<file path="config.mk">
export PLATFORM = sky130hd
export DESIGN_NAME = alu_seq
export DESIGN_NICKNAME = d
export VERILOG_FILES = /design/src/rtl/alu_pkg.sv /design/src/rtl/alu_muldiv_iter.sv /design/src/rtl/alu_seq.sv
export SDC_FILE = /design/constraint.sdc
export NUM_CORES = 1
export LEC_CHECK = 0
export BUFFER_PORTS_ARGS = -buffer_cell sky130_fd_sc_hd__buf_2
export CORE_AREA = 2 2 208 210
export DETAILED_ROUTE_END_ITERATION = 10
export DIE_AREA = 0 0 210 212
export GPL_TIMING_DRIVEN = 0
export PLACE_DENSITY_LB_ADDON = 0.15
export SYNTH_ARGS = -nofsm -noshare
export SYNTH_HDL_FRONTEND = slang
export SYNTH_SLANG_ARGS = --single-unit
</file>
<file path="constraint.sdc">
create_clock -name clk -period 6.86 [get_ports clk]
set_input_delay 0.343 -clock clk [delete_from_list [all_inputs] [get_ports clk]]
set_output_delay 0.343 -clock clk [all_outputs]
set_load 0.005 [all_outputs]
</file>
<file path="src/rtl/alu_pkg.sv">
// Shared opcode and state definitions for the sequential MIPS ALU.
package alu_pkg;

    localparam logic [3:0] ALU_AND   = 4'b0000;
    localparam logic [3:0] ALU_OR    = 4'b0001;
    localparam logic [3:0] ALU_ADD   = 4'b0010;
    localparam logic [3:0] ALU_XOR   = 4'b0011;
    localparam logic [3:0] ALU_SUB   = 4'b0110;
    localparam logic [3:0] ALU_SLT   = 4'b0111;
    localparam logic [3:0] ALU_SLTU  = 4'b1000;
    localparam logic [3:0] ALU_MULTU = 4'b1001;
    localparam logic [3:0] ALU_DIVU  = 4'b1010;
    localparam logic [3:0] ALU_MFHI  = 4'b1011;
    localparam logic [3:0] ALU_NOR   = 4'b1100;
    localparam logic [3:0] ALU_MFLO  = 4'b1101;

    typedef enum logic [1:0] {
        ST_IDLE = 2'd0,
        ST_MUL  = 2'd1,
        ST_DIV  = 2'd2
    } state_t;

endpackage

</file>
<file path="src/rtl/alu_muldiv_iter.sv">
// Iterative unsigned shift-add multiplier / restoring divider sharing one
// shift register pair, one adder/subtractor and one iteration counter.
module alu_muldiv_iter #(
    parameter int WIDTH = 32,
    parameter int CNT_W = $clog2(WIDTH) + 1
) (
    input  logic             clk,
    input  logic             rst_n,
    input  logic             start_i,
    input  logic             isDiv_i,
    input  logic [WIDTH-1:0] opA_i,
    input  logic [WIDTH-1:0] opB_i,
    output logic             done_o,
    output logic [WIDTH-1:0] hi_o,
    output logic [WIDTH-1:0] lo_o
);

    logic [WIDTH-1:0] upper_q, upper_d;
    logic [WIDTH-1:0] lower_q, lower_d;
    logic [WIDTH-1:0] divisor_q;
    logic             isDiv_q;
    logic             busy_q;
    logic [CNT_W-1:0] cnt_q;

    logic [WIDTH+1:0] addA, addB, addSum;
    logic             borrow;

    // upper/lower hold {partial product, multiplier} or {remainder, quotient}
    always_comb begin
        addA    = isDiv_q ? {1'b0, upper_q, lower_q[WIDTH-1]} : {2'b00, upper_q};
        addB    = {2'b00, divisor_q};
        addSum  = isDiv_q ? (addA - addB) : (addA + addB);
        borrow  = addSum[WIDTH+1];
        upper_d = upper_q;
        lower_d = lower_q;
        if (isDiv_q) begin
            upper_d = borrow ? addA[WIDTH-1:0] : addSum[WIDTH-1:0];
            lower_d = {lower_q[WIDTH-2:0], ~borrow};
        end else if (lower_q[0]) begin
            {upper_d, lower_d} = {addSum[WIDTH:0], lower_q[WIDTH-1:1]};
        end else begin
            {upper_d, lower_d} = {1'b0, upper_q, lower_q[WIDTH-1:1]};
        end
    end

    assign done_o = busy_q && (cnt_q == CNT_W'(1));
    assign hi_o   = upper_d;
    assign lo_o   = lower_d;

    always_ff @(posedge clk or negedge rst_n) begin
        if (!rst_n) begin
            upper_q   <= '0;
            lower_q   <= '0;
            divisor_q <= '0;
            isDiv_q   <= 1'b0;
            busy_q    <= 1'b0;
            cnt_q     <= '0;
        end else if (start_i) begin
            upper_q   <= '0;
            lower_q   <= opA_i;
            divisor_q <= opB_i;
            isDiv_q   <= isDiv_i;
            busy_q    <= 1'b1;
            cnt_q     <= CNT_W'(WIDTH);
        end else if (busy_q) begin
            upper_q <= upper_d;
            lower_q <= lower_d;
            cnt_q   <= cnt_q - CNT_W'(1);
            if (cnt_q == CNT_W'(1)) begin
                busy_q <= 1'b0;
            end
        end
    end

endmodule

</file>
<file path="src/rtl/alu_seq.sv">
// Registered MIPS ALU with valid/ready issue, single-cycle logic/arith ops
// and iterative MULTU/DIVU writing the HI/LO pair.
module alu_seq
    import alu_pkg::*;
#(
    parameter int WIDTH = 32,
    parameter int CNT_W = $clog2(WIDTH) + 1
) (
    input  logic             clk,
    input  logic             rst_n,
    input  logic             in_valid,
    output logic             in_ready,
    input  logic [3:0]       ALUControl,
    input  logic [WIDTH-1:0] input1,
    input  logic [WIDTH-1:0] input2,
    output logic             out_valid,
    output logic [WIDTH-1:0] result,
    output logic             zero,
    output logic             overflow,
    output logic [WIDTH-1:0] hi,
    output logic [WIDTH-1:0] lo
);

    localparam int MSB = WIDTH - 1;

    state_t           state_q, state_d;
    logic [WIDTH-1:0] result_q, hi_q, lo_q;
    logic             zero_q, overflow_q, outValid_q, mdDone_q;

    logic             accept, isMulDivOp, mdDone;
    logic [WIDTH-1:0] mdHi, mdLo, addSum, subDiff, aluResult;
    logic             aluOverflow;

    assign isMulDivOp = (ALUControl == ALU_MULTU) || (ALUControl == ALU_DIVU);
    assign accept     = in_valid && in_ready;

    alu_muldiv_iter #(
        .WIDTH (WIDTH),
        .CNT_W (CNT_W)
    ) u_muldiv (
        .clk     (clk),
        .rst_n   (rst_n),
        .start_i (accept && isMulDivOp),
        .isDiv_i (ALUControl == ALU_DIVU),
        .opA_i   (input1),
        .opB_i   (input2),
        .done_o  (mdDone),
        .hi_o    (mdHi),
        .lo_o    (mdLo)
    );

    always_ff @(posedge clk or negedge rst_n) begin
        if (!rst_n) begin
            state_q <= ST_IDLE;
        end else begin
            state_q <= state_d;
        end
    end

    always_comb begin
        state_d = state_q;
        case (state_q)
            ST_IDLE: begin
                if (accept && ALUControl == ALU_MULTU) begin
                    state_d = ST_MUL;
                end else if (accept && ALUControl == ALU_DIVU) begin
                    state_d = ST_DIV;
                end
            end
            ST_MUL, ST_DIV: begin
                if (mdDone) begin
                    state_d = ST_IDLE;
                end
            end
            default: state_d = ST_IDLE;
        endcase
    end

    // Stay closed during the multi-cycle completion pulse as well
    always_comb begin
        in_ready = (state_q == ST_IDLE) && !mdDone_q;
    end

    always_comb begin
        addSum      = input1 + input2;
        subDiff     = input1 - input2;
        aluResult   = '0;
        aluOverflow = 1'b0;
        case (ALUControl)
            ALU_ADD: begin
                aluResult   = addSum;
                aluOverflow = (input1[MSB] == input2[MSB]) && (addSum[MSB] != input1[MSB]);
            end
            ALU_SUB: begin
                aluResult   = subDiff;
                aluOverflow = (input1[MSB] != input2[MSB]) && (subDiff[MSB] != input1[MSB]);
            end
            ALU_AND:  aluResult = input1 & input2;
            ALU_OR:   aluResult = input1 | input2;
            ALU_XOR:  aluResult = input1 ^ input2;
            ALU_NOR:  aluResult = ~(input1 | input2);
            ALU_SLT:  aluResult = {{(WIDTH-1){1'b0}}, ($signed(input1) < $signed(input2))};
            ALU_SLTU: aluResult = {{(WIDTH-1){1'b0}}, (input1 < input2)};
            ALU_MFHI: aluResult = hi_q;
            ALU_MFLO: aluResult = lo_q;
            default:  aluResult = '0;
        endcase
    end

    always_ff @(posedge clk or negedge rst_n) begin
        if (!rst_n) begin
            result_q   <= '0;
            zero_q     <= 1'b1;
            overflow_q <= 1'b0;
            outValid_q <= 1'b0;
            mdDone_q   <= 1'b0;
            hi_q       <= '0;
            lo_q       <= '0;
        end else begin
            outValid_q <= 1'b0;
            mdDone_q   <= 1'b0;
            if (mdDone) begin
                hi_q       <= mdHi;
                lo_q       <= mdLo;
                result_q   <= mdLo;
                zero_q     <= (mdLo == '0);
                overflow_q <= 1'b0;
                outValid_q <= 1'b1;
                mdDone_q   <= 1'b1;
            end else if (accept && !isMulDivOp) begin
                result_q   <= aluResult;
                zero_q     <= (aluResult == '0);
                overflow_q <= aluOverflow;
                outValid_q <= 1'b1;
            end
        end
    end

    assign out_valid = outValid_q;
    assign result    = result_q;
    assign zero      = zero_q;
    assign overflow  = overflow_q;
    assign hi        = hi_q;
    assign lo        = lo_q;

endmodule

</file>
# After elaboration in Yosys (flattened, before gate mapping)

Index checks and enable logic that the tools add are counted.

Input port bits: 71
Register bits: 206
Word-level logic and storage cells: 97
Memories kept: 0
Memory bits (writable): 0
ROM bits: 0
Latch bits: 0
Output and inout bits: 100

Shift operators: 0
Magnitude comparators: 2
Multiply operators: 0
Reductions and logical operators: 20
Divide/modulo/power cells: 0
$add $sub $neg: 5
Bitwise gates (word level): 5
Equality and inequality tests: 20
Muxes and demuxes: 31

Operators with widths:

| kind                  | number |
|---|---|
| $mux W32              | 11 |
| $pmux W32 S10         | 1 |
| $logic_not A32 Y1     | 2 |
| $lt A32 B32 Y1        | 2 |
| $add A34 B32 Y34      | 1 |
| $mux W34              | 1 |
| $sub A34 B32 Y34      | 1 |
| $mux W33              | 1 |
| $add A32 B32 Y32      | 1 |
| $and A32 B32 Y32      | 1 |
| $not A32 Y32          | 1 |
| $or A32 B32 Y32       | 1 |
| $sub A32 B32 Y32      | 1 |
| $xor A32 B32 Y32      | 1 |
| $eq A4 B4 Y1 const B  | 6 |
| $mux W6               | 2 |
| $mux W1               | 10 |
| $logic_and A1 B1 Y1   | 9 |
| $eq A4 B2 Y1 const B  | 2 |
| $eq A4 B3 Y1 const B  | 2 |
| $eq A6 B1 Y1 const B  | 1 |
| $mux W2               | 3 |
| $sub A6 B1 Y6 const B | 1 |
| $eq A4 B1 Y1 const B  | 1 |
| other kinds (16)      | 20 |

# Depth between registers and ports, before layout

Depth in word-level cells: 7
Depth in mapped cells: 25
Depth with buffers taken out: 21

# By module

A second synthesis with hierarchy kept.

Cell total of the unflattened synthesis: 2465
Area total of the unflattened synthesis: 19800.2 um^2

By module, submodules not included:

| module          | instances | area each (um^2) | cells an instance | seq. area each (um^2) |
|---|---|---|---|---|
| alu_seq         | 1         | 10764.1          | 1376              | 2553.7 |
| alu_muldiv_iter | 1         | 9036.2           | 1089              | 2602.5 |

# Worst setup path after synthesis

Ideal clock, no wire load.

Path type: register to register
Start point: register u_muldiv.isDiv_q
End point: register u_muldiv.upper_q[10]
Setup time: 0.132 ns
Cell stages (with the launch flop): 22
Setup slack: 1.924 ns
Data arrival time: 4.804 ns
Period minus slack after synthesis: 4.936 ns
Required time: 6.728 ns
Buffers on the path: 8
Cells stage by stage: dfrtp_1 -> clkbuf_1 -> buf_1 -> buf_1 -> clkbuf_1 -> buf_1 -> mux2_2 -> ha_1 -> clkbuf_1 -> a21oi_1 -> o21ai_0 -> a221o_1 -> a21oi_1 -> o22ai_1 -> o221ai_2 -> and2_1 -> buf_6 -> buf_2 -> mux2i_1 -> a21oi_1 -> mux2i_1 -> nor2_1

Word-level cells in the longest chain between the ends: 7
Elaborated cells between the ends (all ways): 9
Those cells by class: add/sub: 2; mux: 7

RTL lines:

| element                                              | RTL line                                     | source |
|---|---|---|
| from (decl)                                          | alu_muldiv_iter.sv:21                        | `logic isDiv_q;` |
| from (signal assigned)                               | alu_muldiv_iter.sv:62                        | `isDiv_q <= isDiv_i;` |
| $mux W33                                             | alu_muldiv_iter.sv:30                        | `addA = isDiv_q ? {1'b0, upper_q, lower_q[WIDTH-1]} : {2'b00, upper_q};` |
| $add A34 B32 Y34 or $sub A34 B32 Y34 (tied branches) | alu_muldiv_iter.sv:32                        | `addSum = isDiv_q ? (addA - addB) : (addA + addB);` |
| $mux W34                                             | alu_muldiv_iter.sv:32                        |  |
| $mux W32 (on tied branches)                          | alu_muldiv_iter.sv:39, alu_muldiv_iter.sv:37 |  |
| $mux W32 *                                           | alu_muldiv_iter.sv:36                        | `if (isDiv_q) begin` |
| $mux W32 *                                           | alu_muldiv_iter.sv:65                        | `end else if (busy_q) begin` |
| $mux W32 *                                           | alu_muldiv_iter.sv:58                        | `end else if (start_i) begin` |
| to (signal assigned)                                 | alu_muldiv_iter.sv:66                        | `upper_q <= upper_d;` |
| to (decl)                                            | alu_muldiv_iter.sv:18                        | `logic [WIDTH-1:0] upper_q, upper_d;` |

Mark *: on every way between the ends. The rest lies on a longest branch, timed or not. The select of a mux whose other input is x is not followed.
A chain may end at the register's enable or synchronous reset.

# Final worst setup path

Start point: register u_muldiv.isDiv_q
End point: register u_muldiv.upper_q[7]

Same word-level chain as after synthesis.

==> impl_summary.txt <==
----------------------------------------------------
[Floorplanning]
  I/O pins ... 171
  Standard cell core area ... 42,500 sq um
  Die area ... 44,500 sq um
  Die Height ... 212 microns
  Cell row count ... 76
  Width of the die ... 210 microns
  Initial Util ... 0.444

[STA]
  Final worst-path setup slack ... 0.321 ns
  Final count of hold timing violations ... 0
  Max-slew violation count ... 5
  Worst-case headroom to the max-slew limit ... -0.0575
  RSZ-0062 raised after global routing ... false
  Final critical-path share of the clock period ... 0.953
  Upper clock frequency limit ... 153 MHz
  Count of endpoints failing setup in the final report ... 0
  Tightest Pin Transition ... 1.56 ns
  Clock Skew ... 0.0192 ns
  Minimum clock period after layout ... 6.54 ns

[Finish]
  P&R area growth vs syn ... 11.9%
  Final Net Count ... 2,781
  Proportion of layout cells with a drive suffix above 1 ... 0.121
  Fill cell total of the finished layout ... 4,323

[Critical path]
  Startpoint kind of the worst setup timing path ... flip-flop
  Setup crit start ... u_muldiv.isDiv_q
  R2R depth ... 20
  CP Capture Point ... u_muldiv.upper_q[7]
  Required time at the endpoint of the critical path ... 7.22 ns
  Crit path arrival time ... 6.90 ns
  Reg2reg setup slack ... 0.32 ns
  Setup CP Type ... reg2reg
  Worst setup EP type ... flip-flop
  Maximum net fanout on the critical path ... 10
  Reg2Reg Capture Point ... u_muldiv.upper_q[7]
  Worst reg2reg path startpoint ... u_muldiv.isDiv_q

[Pwr]
  Gate power share ... 0.623
  Net Sw Power ... 4.97 mW
  Total chip power ... 9.88 mW
  Leakage power ... 9.47 nW
  Internal power component ... 4.90 mW
  Switching Share ... 0.503
  Max IR drop VDD ... 0.533 mV
  Sequential share of power ... 0.265
  Power density over the cells ... 467 nW/um^2
  Clock network power share ... 0.112

[Global route]
  Antenna violations before repair ... 4
  Sum of overflow across all layers after global routing ... 0
  Total track usage ... 0.410
  Maximum number of pins on one net before global-route repair ... 117
  Global-route wire length before repair ... 133 mm
  Via count of the first global-routing pass ... 19,700

[Place]
  Buffers added on ports ... 170
  RD Place Congestion ... 1.04
  Sum of net half-perimeters after detailed placement ... 75.8 mm
  Worst slack after detailed placement ... -0.0109 ns

[Clock network]
  Htree depth ... 1
  CTS tree ... built
  Clock latency on the worst-skew pair ... 0.52 ns
  Root Buffer Master ... clkbuf_16
  Clk buf depth ... 3
  Clk slew on worst S/H paths ... 0.07 ns
  Count of clock tree sinks ... 206
  Number of setup buffers added after CTS ... 0
  Total clock buffers created by CTS ... 20

[Synthesis]
  Synth Area in Compound Gates ... 0.281
  Synth Area in Simple Gates ... 0.184
  Asr flop ratio synth ... 1.00
  Adder and majority cell fraction of the synthesized area ... 0.0907
  Multiplexer area fraction after synthesis ... 0.0828
  Number of nets produced by synthesis ... 2,585
  Distinct cell type count after synthesis ... 89
  Number of cells produced by synthesis ... 2,379
  Post-synthesis sequential element count ... 206
  Number of synthesized flops with an enable pin ... 0
  Combinational family with the most area after synthesis ... compound AO/OA/AOI/OAI gates
  Leading register cell type out of synthesis ... dfrtp_1
  Synth warnings ... 0
  Synthesized cell area ... 18,900 sq um
  Sequential-to-total area share from yosys stat ... 0.273
  Syn avg cell area ... 7.94 sq um
  Xor/xnor share of the synthesized area ... 0.0306

[Route]
  Iteration count of the initial detailed-routing pass ... 7
  Average vias per placed instance ... 6.58
  DR vias ... 20,600
  Remaining number of nets flagged by the antenna check after routing ... 0
  Average detailed-routed wire length per instance ... 29.8 microns
  DRC violations left ... 0
  Sum of routed wire length over all layers ... 93.5 mm
  Iteration-0 DRC count of the detailed router ... 2,605

[Status]
  Violated checks ... capacitance limit, slew limit
  Outcome ... finished with violations

[Flow run]
  Count of maximum capacitance violations ... 2

[Min path]
  Hold Crit Depth ... 2
  Path category of the worst min-delay check ... in2reg

----------------------------------------------------
## Yosys cell counts (11+ instances only)
library cell	count	area [sq um]
a21oi_1	169	846
o21ai_0	197	986
nand2b_1	21	131
a21o_1	22	165
o211ai_1	76	571
o22ai_1	24	150
clkbuf_1	124	465
mux2i_1	86	861
inv_1	124	465
and2_1	17	106
o21ai_1	11	55.1
dfrtp_1	205	5130
nor2_1	186	698
o21bai_1	11	82.6
a221oi_1	18	158
ha_1	132	1650
nor2b_1	35	219
mux2_2	57	642
nand4_1	25	156
or3_1	17	106
and3_1	17	106
xor2_1	16	140
a211oi_1	37	278
a31oi_1	19	119
nand3_1	36	180
o31ai_1	16	120
buf_1	24	90.1
nor4_1	20	125
a22oi_1	29	218
o21a_1	24	180
xnor2_1	50	438
nand2_1	285	1070
nor3_1	42	210
## critical path, cell delays in order (launching register included)
cell	delay (ns)
dfrtp_1	0.39
clkbuf_1	0.24
clkbuf_2	0.40
buf_1	0.56
clkbuf_1	0.43
buf_1	0.65
mux2i_1	0.33
ha_1	0.27
nor2b_1	0.14
o31a_1	0.27
o31ai_1	0.45
o2bb2ai_1	0.40
o22ai_1	0.28
o221ai_2	0.28
and2_1	0.17
buf_6	0.12
buf_2	0.37
mux2i_1	0.24
a21oi_1	0.13
mux2i_1	0.19
nor2_1	0.06
## repair_timing
action | 4_1_cts | 5_1_grt
endpoints found under the setup margin | 3 | 33
hold endpoints to repair | 89 | 0
hold buffers | 1 | 0
resized for setup | 1 | 4
## sequential cells by signal, indices dropped and copies added, names as in the netlist, 2 cells and up
name / flops
u_muldiv.upper_q: 32
state_q: 2
u_muldiv.cnt_q: 6
u_muldiv.divisor_q: 32
u_muldiv.lower_q: 32
lo: 32
result: 32
hi: 32
## final cells by class
type                       instances  area (sq um)  area share
multi-input combinational       1892         12600       0.598
clock buffer                      26           564      0.0267
sequential                       206          5160       0.244
buffer                           157           636      0.0301
tap                              546           683      0.0323
timing repair buffer             174           913      0.0432
clock inverter                     8          66.3     0.00314
antenna                            1          2.50    0.000118
inverter                         124           465      0.0220
## logic make-up after synthesis
kind of cell    after synthesis
compound gates              800
mux                         147
simple gates                744
fa+ha+maj                   135
buf+inv                     281
xor+xnor                     66
flops                       206
## cell usage in the layout, fill, tap and decap left out, types with 10 or more instances in the layout
cell type	instances
nand2_1	285
dfrtp_1	205
o21ai_0	197
nor2_1	185
buf_2	175
a21oi_1	169
ha_1	132
clkbuf_1	127
inv_1	124
mux2i_1	86
o211ai_1	76
mux2_2	57
xnor2_1	50
nor3_1	42
a211oi_1	37
nand3_1	36
nor2b_1	35
a22oi_1	29
nand4_1	25
o21a_1	24
o22ai_1	24
a21o_1	22
nand2b_1	21
clkbuf_16	21
buf_1	19
nor4_1	19
a31oi_1	19
a221oi_1	18
or3_1	17
and3_1	17
and2_1	17
xor2_1	16
o31ai_1	16
o21ai_1	11
o21bai_1	11
a221o_1	10
a22o_1	10
## power by group through the flow
stage               clock network (mW)  logic, mW  registers [mW]
floorplan                            0       4.32            2.23
global placement                     0       5.89            2.56
detailed placement                   0       6.01            2.57
CTS                               1.11       6.04            2.56
global route                      1.16       6.72            2.64
finish                            1.11       6.15            2.62
## layer usage
metal	wire (microns)	track usage	vias to the layer above
li1	-	-	9101
met1	37500	0.529	10100
met4	5220	0.208	0
met5	0	0	-
met2	41400	0.649	1191
met3	9400	0.0886	248
## through the flow
stage / instance area [sq um] / util / std cells / hold slack, ns / TNS [ns]
3_5_place_dp: 20500 / 0.482 / 3098 / 0.407 / -0.0109
2_1_floorplan: 18900 / - / 2379 / 0.0474 / 0
6_report: 21100 / 0.497 / 3134 / 0.169 / 0
4_1_cts: 21100 / 0.497 / 3133 / 0.153 / 0
3_3_place_gp: 20400 / 0.480 / 3095 / 0.513 / 0
5_1_grt: 21100 / 0.497 / 3133 / 0.166 / 0
## how the worst min path moves through the flow
| stage | to | startpoint |
|---|---|---|
| finish | u_muldiv.divisor_q[7] | input2[7] |
| global route | u_muldiv.divisor_q[7] | input2[7] |
| CTS | u_muldiv.divisor_q[14] | input2[14] |
| detailed placement | lo[27] | rst_n |
| global placement | u_muldiv.cnt_q[5] | u_muldiv.cnt_q[5] |
| floorplan | hi[0] | rst_n |
No activity file was read; power rests on OpenSTA's default activity.
